===== src/rtl/uart_pkg.sv =====
// Shared UART definitions: receiver state encoding, data width and bit-period helper.
package uart_pkg;

   localparam int unsigned UartDataWidth = 8;

   typedef enum logic [2:0] {
      IDLE,
      START,
      DATA,
      STOP,
      BREAK
   } uart_rx_state_e;

   // System clocks per serial bit, rounded down; the TX block uses the same rule.
   function automatic int unsigned clocks_per_bit(input int unsigned clock_frequency,
                                                  input int unsigned baud_rate);
      return clock_frequency / baud_rate;
   endfunction

endpackage


===== src/rtl/uart_rx_fifo.sv =====
// Small first-word fall-through FIFO holding received bytes.
module uart_rx_fifo #(
   parameter int unsigned Width = 8,
   parameter int unsigned Depth = 4
) (
   input  logic                     clk_i,
   input  logic                     rst_ni,
   input  logic                     push_i,
   input  logic [Width-1:0]         wdata_i,
   input  logic                     pop_i,
   output logic [Width-1:0]         rdata_o,
   output logic                     full_o,
   output logic                     empty_o,
   output logic [$clog2(Depth):0]   level_o
);

   localparam int unsigned PtrW = $clog2(Depth);
   localparam int unsigned LvlW = PtrW + 1;

   if (Depth < 2 || (Depth & (Depth - 1)) != 0) begin : gen_depth_err
      $error("uart_rx_fifo: Depth must be a power of two and at least 2");
   end

   logic [Width-1:0] mem_q [Depth];
   logic [Width-1:0] mem_d [Depth];
   logic [PtrW-1:0]  wptr_q, wptr_d;
   logic [PtrW-1:0]  rptr_q, rptr_d;
   logic [LvlW-1:0]  level_q, level_d;
   logic             do_push, do_pop;

   assign empty_o = (level_q == '0);
   assign full_o  = (level_q == LvlW'(Depth));
   assign level_o = level_q;
   assign rdata_o = mem_q[rptr_q];

   // Pop is evaluated first, so a push into a full FIFO succeeds when it is popped that cycle.
   assign do_pop  = pop_i && !empty_o;
   assign do_push = push_i && (!full_o || do_pop);

   // Next-state for storage, pointers (wrap naturally on power-of-two depth) and occupancy.
   always_comb begin
      mem_d   = mem_q;
      wptr_d  = wptr_q;
      rptr_d  = rptr_q;
      level_d = level_q;
      if (do_push) begin
         mem_d[wptr_q] = wdata_i;
         wptr_d        = wptr_q + PtrW'(1);
      end
      if (do_pop) begin
         rptr_d = rptr_q + PtrW'(1);
      end
      level_d = level_q + LvlW'(do_push) - LvlW'(do_pop);
   end

   // FIFO state registers; storage cleared so the head reads zero out of reset.
   always_ff @(posedge clk_i or negedge rst_ni) begin
      if (!rst_ni) begin
         for (int i = 0; i < int'(Depth); i++) begin
            mem_q[i] <= '0;
         end
         wptr_q  <= '0;
         rptr_q  <= '0;
         level_q <= '0;
      end else begin
         mem_q   <= mem_d;
         wptr_q  <= wptr_d;
         rptr_q  <= rptr_d;
         level_q <= level_d;
      end
   end

endmodule


===== src/rtl/uart_rx.sv =====
// 8N1 UART receiver: synchroniser, mid-bit sampling FSM and receive FIFO.
module uart_rx
   import uart_pkg::*;
#(
   parameter int unsigned ClockFrequency = 50_000_000,
   parameter int unsigned BaudRate       = 115_200,
   parameter int unsigned FifoDepth      = 4
) (
   input  logic                           clk_i,
   input  logic                           rst_ni,
   input  logic                           rx_i,
   output logic [UartDataWidth-1:0]       rx_data_o,
   output logic                           rx_valid_o,
   input  logic                           rx_ready_i,
   output logic [$clog2(FifoDepth):0]     rx_level_o,
   output logic                           rx_busy_o,
   output logic                           frame_err_o,
   output logic                           overrun_o
);

   localparam int unsigned ClocksPerBit = clocks_per_bit(ClockFrequency, BaudRate);
   localparam int unsigned HalfBit      = ClocksPerBit / 2;
   localparam int unsigned TimerW       = $clog2(ClocksPerBit);
   localparam logic [TimerW-1:0] HalfLoad = TimerW'(HalfBit - 1);
   localparam logic [TimerW-1:0] BitLoad  = TimerW'(ClocksPerBit - 1);
   localparam logic [2:0]        LastBit  = 3'(UartDataWidth - 1);

   if (ClocksPerBit < 4) begin : gen_cpb_err
      $error("uart_rx: ClocksPerBit must be at least 4");
   end

   logic                     sync1_q, sync2_q, rx_prev_q;
   logic                     rx_s, fall;
   uart_rx_state_e           state_q, state_d;
   logic [TimerW-1:0]        timer_q, timer_d;
   logic [2:0]               bit_idx_q, bit_idx_d;
   logic [UartDataWidth-1:0] shift_q, shift_d;
   logic                     frame_err_q, frame_err_d;
   logic                     overrun_q, overrun_d;
   logic                     expired, push, pop, fifo_full, fifo_empty;

   assign rx_s    = sync2_q;
   assign fall    = !rx_s && rx_prev_q;
   assign expired = (timer_q == '0);
   assign pop     = rx_valid_o && rx_ready_i;

   assign rx_valid_o  = !fifo_empty;
   assign rx_busy_o   = (state_q != IDLE);
   assign frame_err_o = frame_err_q;
   assign overrun_o   = overrun_q;

   // Two-flop synchroniser plus a delayed copy for falling-edge detection; idle level is high.
   always_ff @(posedge clk_i or negedge rst_ni) begin
      if (!rst_ni) begin
         sync1_q   <= 1'b1;
         sync2_q   <= 1'b1;
         rx_prev_q <= 1'b1;
      end else begin
         sync1_q   <= rx_i;
         sync2_q   <= sync1_q;
         rx_prev_q <= sync2_q;
      end
   end

   // Frame decoding: next state, bit timer, shift register and error pulses.
   always_comb begin
      state_d     = state_q;
      timer_d     = expired ? timer_q : timer_q - TimerW'(1);
      bit_idx_d   = bit_idx_q;
      shift_d     = shift_q;
      frame_err_d = 1'b0;
      overrun_d   = 1'b0;
      push        = 1'b0;
      unique case (state_q)
         IDLE: begin
            if (fall) begin
               timer_d = HalfLoad;
               state_d = START;
            end
         end
         START: begin
            if (expired) begin
               if (rx_s) begin
                  // Line went back high before mid-start-bit: treat as a glitch.
                  state_d = IDLE;
               end else begin
                  timer_d   = BitLoad;
                  bit_idx_d = '0;
                  state_d   = DATA;
               end
            end
         end
         DATA: begin
            if (expired) begin
               shift_d = {rx_s, shift_q[UartDataWidth-1:1]};
               timer_d = BitLoad;
               if (bit_idx_q == LastBit) begin
                  state_d = STOP;
               end else begin
                  bit_idx_d = bit_idx_q + 3'd1;
               end
            end
         end
         STOP: begin
            if (expired) begin
               if (rx_s) begin
                  if (!fifo_full || pop) begin
                     push = 1'b1;
                  end else begin
                     overrun_d = 1'b1;
                  end
                  state_d = IDLE;
               end else begin
                  frame_err_d = 1'b1;
                  state_d     = BREAK;
               end
            end
         end
         BREAK: begin
            // Hold off until the line returns high so a long break is reported only once.
            if (rx_s) begin
               state_d = IDLE;
            end
         end
         default: state_d = IDLE;
      endcase
   end

   // Receiver FSM registers and registered error pulses.
   always_ff @(posedge clk_i or negedge rst_ni) begin
      if (!rst_ni) begin
         state_q     <= IDLE;
         timer_q     <= '0;
         bit_idx_q   <= '0;
         shift_q     <= '0;
         frame_err_q <= 1'b0;
         overrun_q   <= 1'b0;
      end else begin
         state_q     <= state_d;
         timer_q     <= timer_d;
         bit_idx_q   <= bit_idx_d;
         shift_q     <= shift_d;
         frame_err_q <= frame_err_d;
         overrun_q   <= overrun_d;
      end
   end

   uart_rx_fifo #(
      .Width (UartDataWidth),
      .Depth (FifoDepth)
   ) u_fifo (
      .clk_i   (clk_i),
      .rst_ni  (rst_ni),
      .push_i  (push),
      .wdata_i (shift_q),
      .pop_i   (pop),
      .rdata_o (rx_data_o),
      .full_o  (fifo_full),
      .empty_o (fifo_empty),
      .level_o (rx_level_o)
   );

endmodule


===== config.mk =====
export PLATFORM = sky130hd
export DESIGN_NAME = uart_rx
export DESIGN_NICKNAME = d
export VERILOG_FILES = /design/src/rtl/uart_pkg.sv /design/src/rtl/uart_rx_fifo.sv /design/src/rtl/uart_rx.sv
export SDC_FILE = /design/constraint.sdc
export NUM_CORES = 1
export LEC_CHECK = 0
export BUFFER_PORTS_ARGS = -buffer_cell sky130_fd_sc_hd__buf_2
export CORE_UTILIZATION = 35
export CTS_CLUSTER_DIAMETER = 200
export CTS_CLUSTER_SIZE = 14
export DETAILED_ROUTE_END_ITERATION = 16
export SLEW_MARGIN = 20
export SYNTH_ARGS = -nofsm -noshare
export SYNTH_HDL_FRONTEND = slang
export SYNTH_SLANG_ARGS = --single-unit

===== constraint.sdc =====
create_clock -name clk_i -period 2.1 [get_ports clk_i]
set_input_delay 0.42 -clock clk_i [delete_from_list [all_inputs] [get_ports clk_i]]
set_output_delay 0.42 -clock clk_i [all_outputs]
set_load 0.02 [all_outputs]

==> impl_results.md, run 1 <==
* Status: finished with violations
* Failing checks: setup timing
* Hold Path Depth at 1
* Via density at 5.097
* Lkg Pwr at 0.001888 uW
* Worst R2R Path Depth at 8
* ANT nets after route at 0
* First-pass detailed-route iteration total at 4
* Flop pwr share at 40.2%
* VDD IR max at 0.7619 mV
* Initial antenna violation count at 0
* Ys Warns at 0
* FFs w/ async S/R, synth at 100.0%
* Sw Pwr at 1336 uW
* Mapped Cells at 239
* Switching part of the total at 33.14%
* Routed WL at 5882 um
* Layout area overhead at 24.92%
* FF-to-FF End: u_fifo.level_o[2]$_DFF_PN0_
* #FFs+latches synth at 67
* Worst slack at placement at -0.1020 ns
* Hold/Removal Path Class: in -> reg
* Clock sink count at 67
* Highest-delay cell along the critical path: or4_4
* Post-synth EDFFs at 0
* GRT Overall Usage at 14.38%
* Clk slew on worst S/H paths at 0.08 ns
* Vias after detailed routing at 2059
* Count of final hold-check violations at 0
* Num CTS Buffers at 9
* Slew at the pin closest to its max-slew limit at 0.4595 ns
* Nets at 306
* Max FO, Critical Path at 4
* Hold slack at 0.1681 ns
* Worst relative slew slack at 69.37%
* Startpoint types: flop
* Logic pwr share at 32.2%
* Worst setup margin at -0.1214 ns
* Root buffer cell: clkbuf_8
* Htree depth at 3
* Worst path required time at 2.36 ns
* Remaining DRCs at 0
* First-pass GRT wire length at 10560 um
* Grt total ovfl at 0
* Wire per inst at 14.56 um
* Chip height at 97.44 um
* Clock power share at 27.6%
* HP Start: rx_i
* Initial drt markers at 112
* Achievable Freq at 450.2 MHz
* Worst Hold End: sync1_q$_DFF_PN1_
* Fillers at 809
* Final Non-Filler Cells at 404
* Sequential area share after synthesis at 52.71%
* PD cells at 1012 nW/um^2
* CP max stage delay at 0.57 ns
* Crit path arrival time at 2.48 ns
* FF-to-FF Start: timer_q[6]$_DFF_PN0_
* Critical path class: reg -> reg
* Final Skew at 0.01490 ns
* Fin crit share at 105.8%
* Slew Viols, Final at 0
* R2R Setup Slk at -0.12 ns
* Die width at 97.44 um
* Setup repair after global routing missed its margin: yes
* Tmin final at 2.221 ns
* Clk Latency, worst-skew pair at 0.34 ns
* P_int at 2696 uW
* Max-capacitance violation count at 0
* Largest net degree at the start of global routing at 35
* Yosys cell types at 46
* Vias in the first global route at 2134
* Final Wtd Congestion at 0.7818
* TritonCTS clock tree: done
* Antenna diodes at 0
* Setup tns final at -0.2122 ns
* Ys flop type: dfrtp_1
* Clock tree buffer depth at 2
* Port Buffer Count at 18
* Total die area at 9495 um^2
* Ports at 19
* Layout cells sized above 1 at 49.66%
* # placed instances at 384
* Crit-path cells: or4_4, nor4b_4, nand2_2, inv_2, ha_4, fa_2, xor2_1, xnor2_1
* Initial Util at 36.38%
* Design Power at 4032 uW
* Post-synthesis instance area at 3188 um^2
* Row count at 34
* Placed wire-length estimate at 4211 um
* Syn nets at 254
* Final setup viols at 2
* Core area at 8763 um^2
* Setup crit end kind: flop
* Syn Area/Cell at 13.34 um^2
[cell families (layout without fill, tap and decap cells)]
group                      Yosys count  count (layout)  share of synthesized area [%]
and+or+nand+nor                     53              53                          10.87
muxes                               53              53                          22.02
adders and majority gates           11              11                          4.553
buffers and inverters               22              79                          2.629
AOI/OAI and AO/OA                   25              25                          5.024
xor gates and xnor gates             8               8                          2.198
DFF                                 67              67                          52.71
[repair_timing]
item | 4_1_cts | 5_1_grt
endpoints found under the hold margin | 11 | 0
hold buffers | 1 | 0
setup endpoints to repair | 2 | 43
pin swaps | 0 | 7
buffers inserted | 0 | 3
resized for setup | 0 | 9
[power by group through the flow]
stage / Clock [uW] / Sequential, uW / Combinational (uW)
6_report: 1110 / 1620 / 1300
4_1_cts: 1150 / 1620 / 1270
3_3_place_gp: 0 / 1640 / 1230
5_1_grt: 1220 / 1650 / 1430
2_1_floorplan: 0 / 1660 / 747
3_5_place_dp: 0 / 1640 / 1260
[area by class of cell]
class,count,area (um^2),area share [%]
timing repair buffer,49,354.1,8.891
multi-input combinational,150,1550,38.93
clock inverter,7,82.58,2.074
tap,108,135.1,3.393
inverter,14,52.55,1.320
sequential,67,1684,42.29
clock buffer,9,123.9,3.110
[metal layers]
metal  global-route usage, %  routed length [um]
met2                   21.36                2760
met1                   19.30                2852
met3                   4.245                 167
met4                   6.787                 102
met5                       0                   0
[layout by cell type, fill, tap and decap left out, types with 2 or more instances in the layout]
cell type / instances
a211oi_1: 2
a21oi_1: 9
a31oi_1: 5
and2_4: 2
and3_1: 3
buf_12: 2
buf_2: 18
buf_4: 27
clkbuf_8: 9
clkinvlp_4: 2
dfrtp_1: 61
dfrtp_2: 3
dfstp_2: 3
ha_1: 7
ha_4: 2
inv_1: 11
inv_2: 3
inv_6: 3
mux2_2: 39
mux2_4: 5
mux4_2: 8
nand2_1: 6
nand2_8: 4
nand2b_1: 2
nand3_1: 4
nor2_1: 11
nor3_1: 2
nor3b_1: 2
nor4b_4: 3
o21ai_0: 2
or3_1: 2
xnor2_1: 6
xor2_1: 2
[cell usage after synthesis (2+ instances only)]
cell | count | share of area, %
dfrtp_1 | 64 | 50
mux2_2 | 39 | 14
inv_1 | 14 | 1.6
nor2_1 | 11 | 1.3
ha_1 | 10 | 3.9
a21oi_1 | 9 | 1.4
mux4_2 | 8 | 5.7
nand2_1 | 7 | 0.82
clkbuf_1 | 6 | 0.71
xnor2_1 | 6 | 1.6
a31oi_1 | 5 | 0.98
mux2_4 | 4 | 1.9
nand2_4 | 4 | 1.4
nand3_1 | 4 | 0.63
and3_1 | 3 | 0.59
dfstp_2 | 3 | 2.5
or3_1 | 3 | 0.59
a211oi_1 | 2 | 0.47
and2_1 | 2 | 0.39
mux2_1 | 2 | 0.71
nand2b_1 | 2 | 0.39
nor3_1 | 2 | 0.31
nor3b_1 | 2 | 0.47
nor4_1 | 2 | 0.39
nor4b_1 | 2 | 0.55
o21ai_0 | 2 | 0.31
xor2_1 | 2 | 0.55
[flip-flops by register name (all words and copies together), names as in the netlist]
signal,count
u_fifo.mem_q,32
timer_q,9
shift_q,8
bit_idx_q,3
state_q,3
u_fifo.level_o,3
u_fifo.rptr_q,2
u_fifo.wptr_q,2
frame_err_o,1
overrun_o,1
rx_prev_q,1
rx_s,1
sync1_q,1
[metrics by stage]
| stage | cell area (um^2) | utilization [%] |
|---|---|---|
| floorplan | 3278 | - |
| global route | 3983 | 45.45 |
| detailed placement | 3692 | 42.13 |
| CTS | 3909 | 44.60 |
| finish | 3983 | 45.45 |
| global placement | 3692 | 42.13 |
[critical path: cells and delay by family (launching register included)]
| kind | cells | cell delay (ns) |
|---|---|---|
| fa+ha+maj | 2 | 0.32 |
| simple gates | 3 | 1.07 |
| buf+inv | 1 | 0.08 |
| xor+xnor | 2 | 0.30 |
| flops | 1 | 0.38 |
[worst max-delay path by stage]
stage          slack [ns]                        start  cells past startpoint                           to
3_3_place_gp        -0.06         timer_q[4]$_DFF_PN0_                      8  u_fifo.level_o[2]$_DFF_PN0_
3_5_place_dp        -0.10         timer_q[4]$_DFF_PN0_                      8  u_fifo.level_o[2]$_DFF_PN0_
5_1_grt             -0.24         timer_q[6]$_DFF_PN0_                      8  u_fifo.level_o[2]$_DFF_PN0_
2_1_floorplan       -0.14  u_fifo.level_o[0]$_DFF_PN0_                      8  u_fifo.level_o[2]$_DFF_PN0_
4_1_cts             -0.12         timer_q[4]$_DFF_PN0_                      8  u_fifo.level_o[2]$_DFF_PN0_
6_report            -0.12         timer_q[6]$_DFF_PN0_                      8  u_fifo.level_o[2]$_DFF_PN0_
(Power assumes the default switching activity.)
==> run 2: changes to the inputs <==
REMOVE_ABC_BUFFERS = 1   (was not set)
==> run 2 against run 1 <==
Against the previous run:
- the run still ends with setup timing left
- sequential power is essentially flat
- cell area shrank 1.9%
- maximum frequency grew 2.9%
- worst setup slack gained 0.062 ns
- power shrank 1.0%
- global-route usage shrank 0.53 points
- clock skew shrank 0.0044 ns
- critical path depth is the same
- via count is the same
- combinational power shrank 5%
- highest routed layer unchanged
- worst hold slack lost 0.093 ns
==> impl_results.md, run 2 (synthesis results as in run 1) <==
* Status: finished with violations (unchanged)
* Failing checks: setup timing (unchanged)
* Ports at 19 (unchanged)
* Slew Viols, Final at 0 (unchanged)
* Initial antenna violation count at 0 (unchanged)
* Hold slack at 0.07558 ns (was 0.1681 ns)
* Startpoint types: flop (unchanged)
* Buf+Inv Stages, Crit Path at 1 (unchanged)
* Worst relative slew slack at 69.01% (was 69.37%)
* Largest net degree at the start of global routing at 68 (was 35)
* Port Buffer Count at 18 (unchanged)
* Worst R2R Path Depth at 8 (unchanged)
* Clk Latency, worst-skew pair at 0.35 ns (was 0.34 ns)
* Num CTS Buffers at 9 (unchanged)
* FF-to-FF End: u_fifo.level_o[2]$_DFF_PN0_ (unchanged)
* Total die area at 9495 um^2 (unchanged)
* Root buffer cell: clkbuf_8 (unchanged)
* Via density at 5.135 (was 5.097)
* Initial Util at 36.38% (unchanged)
* Die width at 97.44 um (unchanged)
* Hold/Removal Path Class: in -> async (was in -> reg)
* FF-to-FF Start: u_fifo.level_o[0]$_DFF_PN0_ (was timer_q[6]$_DFF_PN0_)
* CP max stage delay at 0.41 ns (was 0.57 ns)
* Crit path arrival time at 2.40 ns (was 2.48 ns)
* Chip height at 97.44 um (unchanged)
* Layout cells sized above 1 at 47.10% (was 49.66%)
* Clock tree buffer depth at 2 (unchanged)
* Worst path top cell family by delay: adder cells (was simple AND/OR/NAND/NOR gates)
* Vias in the first global route at 2042 (was 2134)
* Placed wire-length estimate at 4112 um (was 4211 um)
* Critical path class: reg -> reg (unchanged)
* Final Wtd Congestion at 0.8033 (was 0.7818)
* Routed WL at 6106 um (was 5882 um)
* Setup crit end kind: flop (unchanged)
* Clk slew on worst S/H paths at 0.08 ns (about the same)
* Nets at 303 (was 306)
* First-pass GRT wire length at 10180 um (was 10560 um)
* Fin crit share at 102.8% (was 105.8%)
* Post-placement cell area at 3575 um^2 (was 3692 um^2)
* Worst path required time at 2.34 ns (was 2.36 ns)
* Row count at 34 (unchanged)
* Highest-delay cell along the critical path: or3_1 (was or4_4)
* FF+latch area at 1680 um^2 (was 1684 um^2)
* Remaining DRCs at 0 (unchanged)
* Count of final hold-check violations at 0 (unchanged)
* Crit-path cells: or3_1, and2_4, ha_1, inv_1, ha_2, fa_2, xor2_1, xnor2_1 (was or4_4, nor4b_4, nand2_2, inv_2, ha_4, fa_2, xor2_1, xnor2_1)
* Wire per inst at 15.23 um (was 14.56 um)
* Area of the multi-input gates at 1519 um^2 (was 1550 um^2)
* Grt total ovfl at 0 (unchanged)
* Fillers at 816 (was 809)
* Lkg Pwr at 0.001869 uW (was 0.001888 uW)
* Final Skew at 0.01046 ns (was 0.01490 ns)
* Htree depth at 3 (unchanged)
* Layout area overhead at 22.61% (was 24.92%)
* TritonCTS clock tree: done (unchanged)
* ANT nets after route at 0 (unchanged)
* Design Power at 3990 uW (was 4032 uW)
* Util after Layout at 44.60% (was 45.45%)
* Commonest cells after routing, fill and taps aside: dfrtp_1, mux2_2, buf_4, buf_2, inv_1 (was dfrtp_1, mux2_2, buf_4, buf_2)
* Max FO, Critical Path at 2 (was 4)
* Slew at the pin closest to its max-slew limit at 0.4648 ns (was 0.4595 ns)
* Achievable Freq at 463.1 MHz (was 450.2 MHz)
* Antenna diodes at 0 (unchanged)
* R2R Setup Slk at -0.06 ns (was -0.12 ns)
* Number of flip-flops in the largest register at 32 (unchanged)
* First-pass detailed-route iteration total at 4 (unchanged)
* Top reg by flops: u_fifo.mem_q (unchanged)
* Commonest non-fill, non-tap cell in the layout: dfrtp_1 (unchanged)
* Initial drt markers at 53 (was 112)
* Design Area, Final at 3909 um^2 (was 3983 um^2)
* Max-capacitance violation count at 0 (unchanged)
* GRT Overall Usage at 13.85% (was 14.38%)
* Top flop regs: u_fifo.mem_q x32, timer_q x9, shift_q x8 (unchanged)
* Final setup viols at 12 (was 2)
* Vias after detailed routing at 2059 (unchanged)
* Setup repair after global routing missed its margin: yes (unchanged)
* PD cells at 1021 nW/um^2 (was 1012 nW/um^2)
* Worst setup margin at -0.05930 ns (was -0.1214 ns)
* VDD IR max at 0.7150 mV (was 0.7619 mV)
* Tmin final at 2.159 ns (was 2.221 ns)
* Crit path depth at 8 (unchanged)
* Clock sink count at 67 (unchanged)
* Core area at 8763 um^2 (unchanged)
## run 2: cell types whose count changed in the layout (fill, tap and decap cells not counted), sizes merged
cell and change:
buf -2, clkinv +1, clkinvlp -1, dlygate4sd3 -1
## run 2: routing by layer
layer	vias to the layer above	track usage, %	part of all wire [%]
met5	-	0	0
met4	0	4.751	1.1
met3	9	5.036	3.5
met2	31	21.68	48
met1	1055	17.73	47
li1	964	-	-
## run 2: power breakdown
part / leakage, uW / switching, uW / internal [uW]
Sequential: 0.000889 / 189 / 1450
Combinational: 0.000878 / 598 / 631
Clock: 0.000101 / 559 / 567
Total: 0.00187 / 1350 / 2640
## run 2: worst max-delay path by stage
stage	end	from
floorplan	u_fifo.level_o[2]$_DFF_PN0_	u_fifo.level_o[2]$_DFF_PN0_
global placement	u_fifo.level_o[2]$_DFF_PN0_	u_fifo.level_o[2]$_DFF_PN0_
detailed placement	u_fifo.level_o[2]$_DFF_PN0_	u_fifo.level_o[2]$_DFF_PN0_
CTS	u_fifo.level_o[2]$_DFF_PN0_	timer_q[5]$_DFF_PN0_
global route	u_fifo.level_o[2]$_DFF_PN0_	timer_q[5]$_DFF_PN0_
finish	u_fifo.level_o[2]$_DFF_PN0_	u_fifo.level_o[0]$_DFF_PN0_
## run 2: what timing repair did
action | in CTS | in global routing
resized for setup | 6 | 13
pin swaps | 3 | 2
endpoints found under the setup margin | 30 | 46
hold buffers | 0 | 0
setup buffers | 1 | 3
## run 2: stage by stage
stage / cells / TNS [ns] / setup slack [ns]
floorplan: 231 / -1.853 / -0.3420
finish: 401 / -0.2139 / -0.05930
detailed placement: 381 / -0.6105 / -0.1217
CTS: 398 / -0.2097 / -0.03755
global placement: 381 / -0.2018 / -0.05188
global route: 401 / -2.458 / -0.1431
## run 2: layout make-up
type	count	area share [%]
repair buffers	46	8.099
well taps	108	3.457
clock buffers	9	3.169
clock inverters	7	2.081
inverters	14	1.344
flip-flops and latches	67	42.99
multi-input cells	150	38.86
